[src/rtl/coin_payout.sv]
// Coin payout controller: greedy quarter/dime/nickel ejection with a fixed idle gap between pulses.
// Optional coin inventory tracking is compiled in when COIN_INVENTORY_EN is defined.
module coin_payout #(
    parameter int unsigned GAP = 2
) (
    input  logic       clk,
    input  logic       reset,
    input  logic       start,
    input  logic [5:0] amount,
    input  logic       load_inv,
    input  logic [3:0] inv_q,
    input  logic [3:0] inv_d,
    input  logic [3:0] inv_n,
    output logic       quarter,
    output logic       dime,
    output logic       nickel,
    output logic       busy,
    output logic       done,
    output logic       short,
    output logic [5:0] remaining
);

    // state  | meaning
    // IDLE   | waiting for start / load_inv
    // SELECT | pick largest affordable, available coin
    // PULSE  | coin output high for this one cycle
    // WAIT   | GAP idle cycles between coins
    // DONE   | issue done, latch short, back to IDLE
    typedef enum logic [2:0] {
        S_IDLE,
        S_SELECT,
        S_PULSE,
        S_WAIT,
        S_DONE
    } state_t;

    localparam logic [3:0] GAP_M1 = 4'(GAP - 1);

    state_t     state;
    logic [3:0] gap_cnt;
    logic       have_q;
    logic       have_d;
    logic       have_n;

`ifdef COIN_INVENTORY_EN
    logic [3:0] cnt_q;
    logic [3:0] cnt_d;
    logic [3:0] cnt_n;
    logic       short_q;

    assign have_q = (cnt_q != 4'd0);
    assign have_d = (cnt_d != 4'd0);
    assign have_n = (cnt_n != 4'd0);
    assign short  = short_q;
`else
    logic unused_inv;

    assign have_q     = 1'b1;
    assign have_d     = 1'b1;
    assign have_n     = 1'b1;
    assign short      = 1'b0;
    assign unused_inv = ^{load_inv, inv_q, inv_d, inv_n};
`endif

    always_ff @(posedge clk) begin
        if (!reset) begin
            state     <= S_IDLE;
            quarter   <= 1'b0;
            dime      <= 1'b0;
            nickel    <= 1'b0;
            busy      <= 1'b0;
            done      <= 1'b0;
            remaining <= 6'd0;
            gap_cnt   <= 4'd0;
`ifdef COIN_INVENTORY_EN
            cnt_q     <= 4'd0;
            cnt_d     <= 4'd0;
            cnt_n     <= 4'd0;
            short_q   <= 1'b0;
`endif
        end else begin
            case (state)
                S_IDLE: begin
                    done <= 1'b0;
`ifdef COIN_INVENTORY_EN
                    if (load_inv) begin
                        cnt_q <= inv_q;
                        cnt_d <= inv_d;
                        cnt_n <= inv_n;
                    end
`endif
                    if (start) begin
                        remaining <= amount;
                        busy      <= 1'b1;
                        state     <= S_SELECT;
`ifdef COIN_INVENTORY_EN
                        short_q   <= 1'b0;
`endif
                    end
                end
                S_SELECT: begin
                    // comparisons guard every subtraction, so remaining cannot wrap
                    if (remaining >= 6'd25 && have_q) begin
                        quarter   <= 1'b1;
                        remaining <= remaining - 6'd25;
`ifdef COIN_INVENTORY_EN
                        cnt_q     <= cnt_q - 4'd1;
`endif
                        state     <= S_PULSE;
                    end else if (remaining >= 6'd10 && have_d) begin
                        dime      <= 1'b1;
                        remaining <= remaining - 6'd10;
`ifdef COIN_INVENTORY_EN
                        cnt_d     <= cnt_d - 4'd1;
`endif
                        state     <= S_PULSE;
                    end else if (remaining >= 6'd5 && have_n) begin
                        nickel    <= 1'b1;
                        remaining <= remaining - 6'd5;
`ifdef COIN_INVENTORY_EN
                        cnt_n     <= cnt_n - 4'd1;
`endif
                        state     <= S_PULSE;
                    end else begin
                        state <= S_DONE;
                    end
                end
                S_PULSE: begin
                    quarter <= 1'b0;
                    dime    <= 1'b0;
                    nickel  <= 1'b0;
                    gap_cnt <= GAP_M1;
                    state   <= S_WAIT;
                end
                S_WAIT: begin
                    if (gap_cnt == 4'd0) begin
                        state <= S_SELECT;
                    end else begin
                        gap_cnt <= gap_cnt - 4'd1;
                    end
                end
                S_DONE: begin
                    done  <= 1'b1;
                    busy  <= 1'b0;
`ifdef COIN_INVENTORY_EN
                    short_q <= (remaining >= 6'd5);
`endif
                    state <= S_IDLE;
                end
                default: state <= S_IDLE;
            endcase
        end
    end

endmodule

[config.mk]
export PLATFORM = sky130hd
export DESIGN_NAME = coin_payout
export DESIGN_NICKNAME = d
export VERILOG_FILES = /design/src/rtl/coin_payout.sv
export SDC_FILE = /design/constraint.sdc
export NUM_CORES = 1
export LEC_CHECK = 0
export ABC_CLOCK_PERIOD_IN_PS = 2020
export CAP_MARGIN = 5
export CORE_MARGIN = 1
export CORE_UTILIZATION = 55
export DETAILED_ROUTE_END_ITERATION = 8
export DONT_BUFFER_PORTS = 1
export PLACE_DENSITY = 0.72
export SLEW_MARGIN = 20
export SYNTH_ARGS = -nofsm -noshare
export SYNTH_HDL_FRONTEND = slang
export SYNTH_SLANG_ARGS = --single-unit
[constraint.sdc]
create_clock -name clk -period 2.02 [get_ports clk]
set_input_delay 0.404 -clock clk [delete_from_list [all_inputs] [get_ports clk]]
set_output_delay 0.404 -clock clk [all_outputs]
set_load 0.01 [all_outputs]
# Word-level counts from Yosys, hierarchy flattened
# Index checks and enable logic that the tools add are counted.
[word_totals]
register_bits = 18
latch_bits = 0
ramBits = 0
mem_bits_ro = 0
input_bits = 22
output_inout_bits = 12
memories = 0
[classes]
n_addsub = 4
n_mul = 0
div_mod_pow = 0
n_lt_le_gt_ge = 3
eq_ne = 13
n_shift = 0
muxes = 25
bitwise = 0
reduce_logical = 13
[ops]
columns = ["cell", "count"]
rows = [
  ["6-bit two-way mux", 4],
  ["2-bit inequality test (second input constant)", 8],
  ["3-bit two-way mux", 5],
  ["3-bit one-hot mux with 4 select lines", 1],
  ["6-bit one-hot mux with 2 select lines", 1],
  ["1-bit one-hot mux with 2 select lines", 5],
  ["4-bit one-hot mux with 2 select lines", 1],
  ["2-bit AND reduction", 4],
  ["2-bit nonzero test", 4],
  ["1-bit two-way mux", 7],
  ["3-bit by 2-bit == test with 1-bit output (second input constant)", 2],
  ["6-bit by 3-bit greater-or-equal comparator with 1-bit output (second input constant)", 1],
  ["6-bit by 4-bit greater-or-equal comparator with 1-bit output (second input constant)", 1],
  ["6-bit by 5-bit greater-or-equal comparator with 1-bit output (second input constant)", 1],
  ["3-bit AND reduction", 2],
  ["6-bit by 3-bit subtractor with 6-bit output (second input constant)", 1],
  ["6-bit by 4-bit subtractor with 6-bit output (second input constant)", 1],
  ["6-bit by 5-bit subtractor with 6-bit output (second input constant)", 1],
  ["4-bit zero test", 1],
  ["4-bit two-way mux", 1],
  ["4-bit inequality test (second input constant)", 1],
  ["4-bit AND reduction", 1],
  ["4-bit by 1-bit subtractor with 4-bit output (second input constant)", 1],
  ["3-bit by 1-bit == test with 1-bit output (second input constant)", 1],
  ["other kinds (2)", 2],
]

# Depth between registers and ports, before layout
# Gate-level depths: netlist of run 1.
[depth]
depth_word = 5
depth_mapped = 8
ltp_nobuf = 7

# Worst setup path after synthesis of run 1
# No wires, ideal clock.
[synth_timing]
path_kind = "reg2reg"
startpoint = "register remaining[1]"
endpoint = "register remaining[0]"
setup_ns = 0.122
arrival_ns = 2.019
slack_ns = -0.121
stages_incl_launch_ff = 8
n_path_buf = 0
period_less_slack_ns = 2.141
path_cell_list = "dfxtp_1 inv_1 ha_1 nand2b_1 a2111oi_4 nor2_1 a211o_1 o311a_1"
[synth_via]
elab_chain_cells = 4
elab_cells_between_ends = 8
classes_between = "order compare: 3; eq/ne: 1; mux: 3; reduce/logical: 1"
[synth_lines]
columns = ["element", "line_no", "source"]
rows = [
  ["start, declared", "20", "output logic [5:0] remaining"],
  ["start signal, assigned", "93", "remaining <= amount;"],
  ["start signal, assigned", "105", "remaining <= remaining - 6'd25;"],
  ["start signal, assigned", "112", "remaining <= remaining - 6'd10;"],
  ["6-bit by 4-bit greater-or-equal comparator with 1-bit output", "110", "end else if (remaining >= 6'd10 && have_d) begin"],
  ["6-bit two-way mux", "110", ""],
  ["6-bit two-way mux", "103", "if (remaining >= 6'd25 && have_q) begin"],
  ["6-bit one-hot mux with 2 select lines", "82", "case (state)"],
]
# Several ways; a longest one is shown, not always the timed one.
# A chain may end at the register's enable or synchronous reset.

# Final worst setup path of run 1
[layout_timing]
startpoint = "register remaining[0]"
endpoint = "register remaining[3]"
[layout_via]
elab_chain_cells = 5
elab_cells_between_ends = 12
classes_between = "add/sub: 3; order compare: 3; eq/ne: 1; mux: 4; reduce/logical: 1"
[layout_lines]
columns = ["element", "line_no", "source"]
rows = [
  ["6-bit by 3-bit subtractor with 6-bit output", "119", "remaining <= remaining - 6'd5;"],
  ["6-bit two-way mux", "117", "end else if (remaining >= 6'd5 && have_n) begin"],
  ["6-bit two-way mux", "110", ""],
  ["6-bit two-way mux", "103", ""],
  ["6-bit one-hot mux with 2 select lines", "82", ""],
]
# Several ways; a longest one is shown, not always the timed one. The select of a mux whose other input is x is not followed.

==> results of run 1 <==
[repair_timing]
item,in CTS,in global routing
endpoints found under the hold margin,0,0
setup endpoints to repair,0,7
gates resized for setup,0,8
setup buffers,0,4
[state kept, by name, summed over array words and instances (netlist names)]
name	count
nickel	1
dime	1
quarter	1
done	1
remaining	6
gap_cnt	4
busy	1
state	3
[power by group]
group,internal [W],switching [W]
registers,0.000423,0.000119
clock network,0.000110,0.000115
logic,0.000404,0.000421
[layout make-up]
| type | instances | area (µm²) |
|---|---|---|
| Clock buffer | 4 | 36.28 |
| Fill cell | 180 | 619.3 |
| Inverter | 10 | 37.54 |
| Multi-Input combinational cell | 108 | 767.0 |
| Sequential cell | 18 | 365.4 |
| Tap cell | 27 | 33.78 |
| Timing Repair Buffer | 19 | 142.6 |
[placed cells by master (no fill, tap or decap), types with 3 or more instances in the layout]
cell type   n
clkbuf_4    3
ha_1        7
dfxtp_1    16
a31oi_1     3
nor2_1     14
o21ai_0     6
a21oi_1    11
nor3_1      5
xor2_1      3
o221ai_1    3
nand2_1    13
inv_1       9
a21o_1      3
buf_4      19
[worst paths after layout]
check | start | slack, ps | endpoint | depth (start not counted)
worst max register to register | remaining[0] | 50 | remaining[3] | 7
worst max-delay path | remaining[0] | 50 | remaining[3] | 7
worst min-delay path | reset | 210 | busy | 2
worst min register to register | quarter | 510 | quarter | 2
[per-stage QoR]
stage / power [W] / std cells / util [%]
6_report: 0.001592 / 186 / 69.06
5_1_grt: 0.001696 / 186 / 69.06
4_1_cts: 0.001533 / 182 / 66.31
3_5_place_dp: 0.001309 / 178 / 64.50
3_3_place_gp: 0.001287 / 178 / 64.50
2_1_floorplan: 0.001104 / 144 / -
[worst max-delay path: stages (launching register included)]
cell and delay (ps):
dfxtp_2 350, inv_2 60, ha_4 150, o31a_1 330, or3_4 430, a311oi_2 270
mux2i_1 220, nor2_1 50
[metal layers]
| metal | vias up | routed length (µm) | track usage, % |
|---|---|---|---|
| met1 | 527 | 1175 | 27.06 |
| li1 | 549 | - | - |
| met2 | 27 | 1481 | 45.14 |
| met5 | - | 0 | 0 |
| met4 | 0 | 52 | 10.78 |
| met3 | 6 | 74 | 3.459 |
[Yosys cell counts, types with 2 or more instances]
| master | count |
|---|---|
| o311a_1 | 2 |
| a21oi_1 | 12 |
| a21o_1 | 3 |
| nand3_1 | 2 |
| nor3_1 | 5 |
| nor3b_1 | 2 |
| inv_1 | 10 |
| buf_2 | 3 |
| ha_1 | 8 |
| o221ai_1 | 3 |
| o21ai_0 | 6 |
| nand3b_1 | 2 |
| nor2_1 | 14 |
| buf_6 | 2 |
| dfxtp_1 | 18 |
| xor2_1 | 3 |
| o211ai_1 | 2 |
| a31oi_1 | 3 |
| nand2b_1 | 2 |
| nand2_1 | 14 |
| buf_4 | 2 |
[cell families (layout without fill, tap and decap cells)]
logic type / after synthesis / count (layout) / share of synthesized area (%)
buffers and inverters: 18 / 33 / 7.820
multiplexers: 2 / 2 / 1.773
flip-flops: 18 / 18 / 30.03
other: 1 / 1 / 0.3125
XOR/XNOR: 3 / 3 / 2.190
adder cells (fa/ha/maj): 8 / 8 / 8.342
AO/OA/AOI/OAI: 45 / 45 / 27.84
AND/OR/NAND/NOR: 49 / 49 / 21.69
==> flow_metrics.env, run 1 <==
export IMPL_syn_inst=144
export IMPL_synth_area_leaders="dfxtp_1 (30%), ha_1 (8.3%), a21oi_1 (5.0%)"
export IMPL_drt_vias_per_instance=5.962
export IMPL_peakVddDrop_uv=909.9
export IMPL_cp_arrival_ps=2160
export IMPL_drive_gt1_share_pct=22.01
export IMPL_antenna_found_initial=0
export IMPL_nets=190
export IMPL_synth_distinct_cells=47
export IMPL_grt_max_degree=18
export IMPL_p_leak_nw=0.5838
export IMPL_grt_use_total_pct=24.30
export IMPL_die_w_um=48.71
export IMPL_synth_edf_count=0
export IMPL_ys_ff_latch=18
export IMPL_start_kind="register"
export IMPL_vias=1109
export IMPL_dp_hpwl_um=2061
export IMPL_cts_sink_count=18
export IMPL_clk_pin_slew_ps=100
export IMPL_synthToLayoutAreaGrowth_pct=15.22
export IMPL_drt_iter0_drc=39
export IMPL_cts_buffer_depth=2
export IMPL_ys_warnings_count=0
export IMPL_clkLatencyLatePin_ps=300
export IMPL_final_cell_area_mm2=0.001383
export IMPL_finClkSkew_ps=2.545
export IMPL_syn_avg_cell_area_um2=8.333
export IMPL_io_pins=34
export IMPL_drv_cap=0
export IMPL_setup_viol=0
export IMPL_synth_flop_cell="dfxtp_1"
export IMPL_fmax_mhz=508.6
export IMPL_wl_um=2783
export IMPL_required_ps=2220
export IMPL_cts_tree="yes"
export IMPL_gr_total_overflow=0
export IMPL_p_per_area_mw_per_mm2=1152
export IMPL_post_synth_instance_area_mm2=0.001200
export IMPL_max_slew_margin_pct=67.01
export IMPL_coreArea_mm2=0.002002
export IMPL_endpoint_kind="register"
export IMPL_period_share_pct=97.33
export IMPL_synth_async_reset_ratio_pct=0
export IMPL_htreeDepth=1
export IMPL_cts_buffers=3
export IMPL_tightest_slew_ps=489.6
export IMPL_die_height_um=48.71
export IMPL_path_max_fanout=4
export IMPL_ys_seq_area_share_pct=30.03
export IMPL_drt_wirelength_per_cell_um=14.96
export IMPL_io_buffers=0
export IMPL_cts_root_buf="clkbuf_4"
export IMPL_synth_largest_area_cell="dfxtp_1"
export IMPL_slew_violations=0
export IMPL_critical_path_class="reg -> reg"
export IMPL_syn_num_nets=174
export IMPL_ant_nets=0
export IMPL_place_area_mm2=0.001291
export IMPL_finalCriticalPeriod_ps=1966
export IMPL_hp_class="in -> reg"
export IMPL_grt_pass1_vias=1048
export IMPL_ctsHoldBuffers=0
export IMPL_setup_ws_ps=53.90
export IMPL_die_area_mm2=0.002373
export IMPL_hold_violations=0
export IMPL_outcome="finished clean"
export IMPL_firstDrtPassIters=4
export IMPL_rsz0062_at_grt="true"
export IMPL_holdWs_ps=207.9
export IMPL_place_congestion=0.8871
export IMPL_setup_tns_final_ps=0
export IMPL_core_rowCount=16
export IMPL_netlist_area_leader_share_pct=30.03
export IMPL_drcViolationCount=0
export IMPL_grt_pass1_wl_um=4485
export IMPL_pre_cts_ws_ps=66.62
export IMPL_antenna_cells=0
export IMPL_start_util_pct=59.94
(Power assumes the default switching activity.)
==> inputs of run 2 (changes only) <==
--- a/config.mk
+++ b/config.mk
@@ -11,6 +11,7 @@
 export CORE_UTILIZATION = 55
 export DETAILED_ROUTE_END_ITERATION = 8
 export DONT_BUFFER_PORTS = 1
+export GPL_TIMING_DRIVEN = 0
 export PLACE_DENSITY = 0.72
 export SLEW_MARGIN = 20
 export SYNTH_ARGS = -nofsm -noshare
==> flow_metrics.env, run 2 (same netlist as run 1, synthesis figures left out) <==
export IMPL_p_per_area_mw_per_mm2=1157
export IMPL_period_share_pct=97.94
export IMPL_antenna_cells=0
export IMPL_peakVddDrop_uv=673.4
export IMPL_max_slew_margin_pct=65.08
export IMPL_cp_arrival_ps=2180
export IMPL_slowest_stage="dfxtp_4"
export IMPL_start_util_pct=59.94
export IMPL_fmax_mhz=505.5
export IMPL_pre_cts_ws_ps=-277.8
export IMPL_vias=1095
export IMPL_final_cell_mix="dfxtp_1 (16), nor2_1 (13), nand2_1 (13)"
export IMPL_p_leak_nw=0.5605
export IMPL_critPathMaxStageDelay_ps=440
export IMPL_final_common_cell="dfxtp_1"
export IMPL_seqCellArea_um2=367.9
export IMPL_drt_iter0_drc=44
export IMPL_required_ps=2220
export IMPL_setup_ws_ps=41.62
export IMPL_hp_start="reset"
export IMPL_ctsHoldBuffers=0
export IMPL_firstDrtPassIters=4
export IMPL_die_w_um=48.71
export IMPL_grt_pass1_vias=928
export IMPL_r2r_end="remaining[3]"
export IMPL_dp_hpwl_um=1959
export IMPL_synthToLayoutAreaGrowth_pct=16.27
export IMPL_die_area_mm2=0.002373
export IMPL_cts_root_buf="clkbuf_4"
export IMPL_hold_violations=0
export IMPL_biggestRegsByFlops="remaining: 6 flops, gap_cnt: 4 flops, state: 3 flops"
export IMPL_hp_class="in -> reg"
export IMPL_regMostFlops="remaining"
export IMPL_worstRegToRegCells=7
export IMPL_path_max_fanout=6
export IMPL_nets=186
export IMPL_io_pins=34
export IMPL_slew_violations=0
export IMPL_rsz0062_at_grt="true"
export IMPL_coreArea_mm2=0.002002
export IMPL_cts_tree="yes"
export IMPL_drcViolationCount=0
export IMPL_place_congestion=0.8461
export IMPL_grt_max_degree=11
export IMPL_r2r_setup_slack_ps=40
export IMPL_cp_top_family="compound AO/OA/AOI/OAI gates"
export IMPL_setup_tns_final_ps=0
export IMPL_place_area_mm2=0.001235
export IMPL_outcome="finished clean"
export IMPL_cts_buffers=3
export IMPL_start_kind="register"
export IMPL_finClkSkew_ps=1.824
export IMPL_finalCriticalPeriod_ps=1978
export IMPL_final_cell_area_mm2=0.001395
export IMPL_drt_vias_per_instance=6.016
export IMPL_grt_pass1_wl_um=4291
export IMPL_core_rowCount=16
export IMPL_drive_gt1_share_pct=22.58
export IMPL_drv_cap=0
export IMPL_power_total_w=0.001614
export IMPL_die_height_um=48.71
export IMPL_critical_path_class="reg -> reg"
export IMPL_setup_viol=0
export IMPL_gr_total_overflow=0
export IMPL_io_buffers=0
export IMPL_drt_wirelength_per_cell_um=15.44
export IMPL_worstPathCellList="inv_6, ha_4, o31a_1, or3_4, a311oi_2, mux2i_1, nor2_1"
export IMPL_clk_pin_slew_ps=100
export IMPL_cp_num_buf_inv=1
export IMPL_cts_buffer_depth=2
export IMPL_clkLatencyLatePin_ps=300
export IMPL_multi_input_area_um2=804.5
export IMPL_fillers=177
export IMPL_hold_end="remaining[2]"
export IMPL_grt_use_total_pct=23.29
export IMPL_min_path_cells=2
export IMPL_antenna_found_initial=0
export IMPL_tightest_slew_ps=518.4
export IMPL_timing_rr_start="remaining[0]"
export IMPL_largest_reg_flops=6
export IMPL_endpoint_kind="register"
export IMPL_cts_sink_count=18
export IMPL_htreeDepth=1
export IMPL_wl_um=2810
export IMPL_ant_nets=0
run 2: cell types whose count changed in the layout (fill, tap and decap cells not counted), moves of 2 or more:
| cell | previous run | this run |
|---|---|---|
| ha_4 | 1 | 3 |
| inv_6 | 0 | 2 |
| buf_4 | 19 | 8 |
| buf_6 | 0 | 2 |
| ha_1 | 7 | 5 |
| buf_2 | 0 | 3 |
run 2: power breakdown:
| group | internal [W] | switching [W] | total [W] |
|---|---|---|---|
| Combinational | 0.000404 | 0.000452 | 0.000856 |
| Clock | 0.000110 | 0.000113 | 0.000223 |
| Sequential | 0.000425 | 0.000110 | 0.000534 |
run 2: repair_timing:
item / in CTS / in global routing
pin swaps: 2 / 3
setup endpoints to repair: 8 / 6
gates resized for setup: 8 / 12
setup buffers: 2 / 5
run 2: final cells by class:
| type | instances | area share, % |
|---|---|---|
| plain buffers | 8 | 4.036 |
| clock buffers | 4 | 2.601 |
| inverters | 10 | 3.408 |
| multi-input cells | 108 | 57.67 |
| flip-flops and latches | 18 | 26.37 |
| well taps | 27 | 2.422 |
| repair buffers | 7 | 3.498 |
run 2: per-layer routing:
| layer | wire, µm | GRT usage, % | vias up |
|---|---|---|---|
| met2 | 1554 | 44.21 | 26 |
| met3 | 108 | 2.201 | 5 |
| met4 | 34 | 7.353 | 0 |
| met5 | 0 | 0 | - |
| li1 | - | - | 545 |
| met1 | 1112 | 27.01 | 519 |
run 2: worst max path at each step:
| stage | cells after the start | slack (ps) | startpoint | end |
|---|---|---|---|---|
| finish | 7 | 40 | remaining[0] | remaining[3] |
| floorplan | 7 | 4 | remaining[1] | remaining[0] |
| global placement | 7 | -260 | remaining[1] | remaining[0] |
| detailed placement | 7 | -280 | remaining[1] | remaining[0] |
| CTS | 7 | 0.2 | remaining[0] | remaining[3] |
| global route | 7 | -4 | remaining[0] | remaining[3] |
run 2: stage by stage:
step / instances / utilization (%) / hold slack, ps
global route: 182 / 69.69 / 233.3
detailed placement: 171 / 61.69 / 495.2
finish: 182 / 69.69 / 236.1
CTS: 177 / 64.88 / 235.4
floorplan: 144 / - / 473.0
global placement: 171 / 61.69 / 493.4
